==> src/rtl/ir_pulse_qual.sv <==
// Per-channel input path: 2-flop synchronizer, polarity fold, run-length qualifier.
// Emits a 1-cycle pulse on the cycle an asserted run reaches MIN_PW.
module ir_pulse_qual #(
    parameter int MIN_PW = 4
) (
    input  logic clk_i,
    input  logic rst_i,
    input  logic clr_i,
    input  logic pol_i,
    input  logic raw_i,
    output logic pulse_o
);

    localparam int RW = $clog2(MIN_PW + 1);
    localparam logic [RW-1:0] RUN_LAST = RW'(MIN_PW - 1);
    localparam logic [RW-1:0] RUN_SAT  = RW'(MIN_PW);

    logic          sync1_q, sync2_q;
    logic [RW-1:0] run_q, run_d;
    logic          act;

    assign act     = sync2_q ^ pol_i;
    assign pulse_o = act && (run_q == RUN_LAST);

    // Run length saturates at MIN_PW so a held-asserted input counts only once.
    always_comb begin
        run_d = '0;
        if (!clr_i && act) begin
            run_d = (run_q == RUN_SAT) ? RUN_SAT : run_q + RW'(1);
        end
    end

    always_ff @(posedge clk_i) begin
        if (rst_i) begin
            sync1_q <= 1'b0;
            sync2_q <= 1'b0;
            run_q   <= '0;
        end else begin
            sync1_q <= raw_i;
            sync2_q <= sync1_q;
            run_q   <= run_d;
        end
    end

endmodule

==> config.mk <==
export PLATFORM = sky130hd
export DESIGN_NAME = ir_pulse_qual
export DESIGN_NICKNAME = d
export VERILOG_FILES = /design/src/rtl/ir_pulse_qual.sv
export SDC_FILE = /design/constraint.sdc
export NUM_CORES = 1
export LEC_CHECK = 0
export ABC_CLOCK_PERIOD_IN_PS = 1110
export BUFFER_PORTS_ARGS = -buffer_cell sky130_fd_sc_hd__buf_2
export CORE_AREA = 2 2 39 41
export CTS_CLUSTER_DIAMETER = 150
export CTS_CLUSTER_SIZE = 30
export DETAILED_ROUTE_END_ITERATION = 6
export DIE_AREA = 0 0 41 43
export PLACE_DENSITY = 0.33
export REMOVE_ABC_BUFFERS = 1
export SYNTH_ARGS = -nofsm -noshare
export SYNTH_HDL_FRONTEND = slang
export SYNTH_SLANG_ARGS = --single-unit
==> constraint.sdc <==
create_clock -name clk_i -period 1.11 [get_ports clk_i]
set_input_delay 0.0555 -clock clk_i [delete_from_list [all_inputs] [get_ports clk_i]]
set_output_delay 0.0555 -clock clk_i [all_outputs]
set_load 0.01 [all_outputs]
# Word-level counts from Yosys, hierarchy flattened
# Cells that the tools add are included.
# totals
reg_bits	5
in_bits	5
out_inout_bits	1
wordCells	15
# op_classes
addsub	1
eq_ne	2
muxes	1
n_bitwise	2
reduce_logical	5
# op_table
operator	n
adder 3 x 1 -> 3 bit, second input constant	1
== test 3 x 2 -> 1 bit, second input constant	1
== test 3 bit, second input constant	1
two-way mux 3 bit	1
OR reduction 3 bit	1
logical AND 1 bit	2
OR reduction 2 bit	1
zero test 1 bit	1
NOT 1 bit	1
bitwise XOR 1 bit	1

# Logic depth before layout (Yosys ltp)
# depth
ltp_word	4
mapped_depth	4
ltp_nobuf	4

# Worst setup path before layout
# No wires, ideal clock.
# synth_timing
path_kind	register to register
start	register run_q[0]
end	register run_q[2]
setup_time_ns	0.103
arrival_time_ns	1.030
required_time_ns	1.007
setup_slack_ns	-0.024
path_stages_with_launch	4
n_path_buf	0
synth_period_minus_slack_ns	1.134
cell_sequence	dfxtp_1 > ha_1 > ha_1 > a2111oi_2
# synth_between
elab_chain_cells	2
elab_cells_between_ends	3
classes_between	add/sub (1); eq/ne (1); mux (1)
# synth_rtl
item	line	text
start, declared	19	logic [RW-1:0] run_q, run_d;
start signal, assigned	41	run_q <= run_d;
adder 3 x 1 -> 3 bit or == test 3 bit (tied branches)	29	run_d = (run_q == RUN_SAT) ? RUN_SAT : run_q + RW'(1);
two-way mux 3 bit (*)	29	
# Every way passes the cells marked *; elsewhere a longest branch is shown, timed or not.
# A chain may end at the register's enable or synchronous reset.

# Final worst setup path
# layout_timing
start	register run_q[0]
end	output pulse_o
# layout_between
elab_chain_cells	2
# layout_rtl
item	line	text
== test 3 x 2 -> 1 bit	23	assign pulse_o = act && (run_q == RUN_LAST);
logical AND 1 bit	23	
end, declared	11	output logic pulse_o
# Every way passes these cells.

==> flow_summary.ini <==
[setup_path]
slowest_stage = dfxtp_2
rrSetupSlack_ps = 10
start_kind = flop
cp.required_ps = 1050
cp_common_cell = ha_4
end_kind = primary output
r2r_start = run_q[0]
critPathArrivalTime_ps = 1170
reg2reg_depth = 4
path_max_fanout = 3
crit_type = flop to primary output
slowest_delay_ps = 330
r2r_end = run_q[1]
crit_path_cell_trace = ha_4 -> ha_4 -> and2b_2 -> buf_6

[cells_and_area]
drive_above_1_share_pct = 54.8
antenna_cells = 0
layout_commonest_cell = buf_2
mostFrequentLayoutCells = buf_2, inv_1, clkbuf_4, dfxtp_1
layoutNonFillerInstCount = 47
fill_cells = 153
final_area_um2 = 362
syn_to_final_growth_pct = 65.1
nNetsFinal = 40

[detailed_routing]
firstDrtPassIters = 1
routedWlPerCell_um = 7.40
antenna_left = 0
dr_total_vias = 177
viasPerCell = 3.77
first_iter_violations = 0
drt-total-wl_um = 348
drcViolationCount = 0

[synthesis]
yosys.area.top_type = dfxtp_1
synthCells = 20
synthTopCellsByArea = dfxtp_1, ha_1, a2111oi_2
yosysSeqAreaShare_pct = 45.7
yosys_warnings = 0
synth.distinct_cells = 11
avgSynthCellArea_um2 = 10.9
synthDominantCellAreaShare_pct = 45.7
ys_ff_latch = 5
synth_area_um2 = 219

[placed_design]
post-place-ws_ps = -79.6
gp_congestion = 0.626
place_area_um2 = 272
portBuffers = 5
hpwl_um = 276
place_inst = 42

[clock_tree]
htreeDepth = 1
ctsLongestPathBuffers = 2
numCtsBuffers = 3
cts.sink_count = 5
postCtsSetupRepairBufs = 0
cts_tree = done
clk_latency_ps = 230
clk_pin_slew_ps = 40
clk_root_buffer_cell = clkbuf_4

[floorplanning]
coreArea_um2 = 1380
die_h_um = 43
chipWidth_um = 41
rows = 14
dieArea_um2 = 1760
boundaryPins = 6
start_util_pct = 15.8

[global_route]
antenna_found_initial = 0
grtUsageMet3_pct = 3.14
grt_overflow = 0
grt_util_met1_pct = 4.49
grt_usage_pct = 5.92
grt_pass1_wl_um = 621
grt_max_degree = 5
met2_usage_pct = 8.44
grt_pass1_vias = 186
grt.busiest_layer = met2

[sta]
rsz0062_at_grt = yes
tightestPinTransition_ps = 223
finalSetupViolCount = 1
period_needed_ps = 1220
maxSlewViolCount = 0
hold_ws_ps = 33.4
fin_crit_sh_pct = 110
maxSlewHeadroom_pct = 85.1
hold_viol_final = 0
max_freq_mhz = 818
finalClockSkew_ps = 0.758
fin_ws_ps = -112

[power]
p_leak_uw = 0.000131
power_uw = 432
ir_worst_vdd_uv = 590
p_per_area_nw_per_um2 = 1190

[min_path]
min_to = sync1_q
hp-class = input port to flop
hold_depth = 2
hold_path.startpoint = raw_i

[outcome]
status = finished, violations left
violations = setup timing

[flow_run]
maxCapViolations = 0
how the worst max path moves through the flow:
stage / slack [ps] / startpoint / to
after floorplan: -20 / run_q[0] / run_q[2]
after global placement: -50 / run_q[0] / run_q[2]
after detailed placement: -80 / run_q[0] / run_q[2]
after CTS: -120 / run_q[0] / pulse_o
after global routing: -150 / run_q[0] / pulse_o
final: -110 / run_q[0] / pulse_o
per-stage QoR:
stage	utilization, %	TNS [ps]
finish	26.1	-112
global route	26.1	-250
CTS	25.2	-122
detailed placement	19.6	-121
global placement	19.6	-84.2
floorplan	-	-23.6
registers in the layout (all words and copies together) (netlist names):
register	count
sync2_q	1
sync1_q	1
run_q	3
synth_stat cells, drive strengths merged:
cell and n:
nor3b 1, nor3 1, nand2 1, dfxtp 5, and2b 1, xnor2 1
a211o 1, nor2b 2, inv 3, ha 3, a2111oi 1
critical path, delay by kind of cell (launching register included):
kind | cells | cell delay [ps]
adder cells (fa/ha/maj) | 2 | 300
buffers and inverters | 1 | 110
flip-flops | 1 | 330
AND/OR/NAND/NOR | 1 | 190
power by group:
part           internal [uW]  total, uW  switching [uW]
Clock                    135        203            67.1
Sequential               187        190            3.48
Combinational           21.7       39.4            17.7
what timing repair did:
item	4_1_cts	5_1_grt
setup endpoints to repair	4	4
pin swaps	3	0
hold endpoints to repair	1	0
hold buffers	1	0
gates resized for setup	9	1
cell families (layout without fill, tap and decap cells):
group	after synthesis	count (layout)	share of synthesized area [%]
XOR/XNOR	1	1	4.00
AND/OR/NAND/NOR	6	6	17.1
adder cells (fa/ha/maj)	3	3	17.1
flip-flops	5	5	45.7
buffers and inverters	3	14	5.14
AO/OA/AOI/OAI	2	2	10.9
per-layer routing:
layer	vias up	share of wire [%]
met5	-	0
met4	0	2.9
met3	2	6.6
met2	4	54
met1	82	36
li1	89	-
layout make-up:
type                       count  area (um^2)  share of cell area (%)
clock buffer                   4         26.3                    7.27
tap                           16         20.0                    5.54
inverter                       3         11.3                    3.11
timing repair buffer           7         48.8                    13.5
multi-input combinational     12          153                    42.2
sequential                     5          103                    28.4
(Power assumes the default switching activity.)
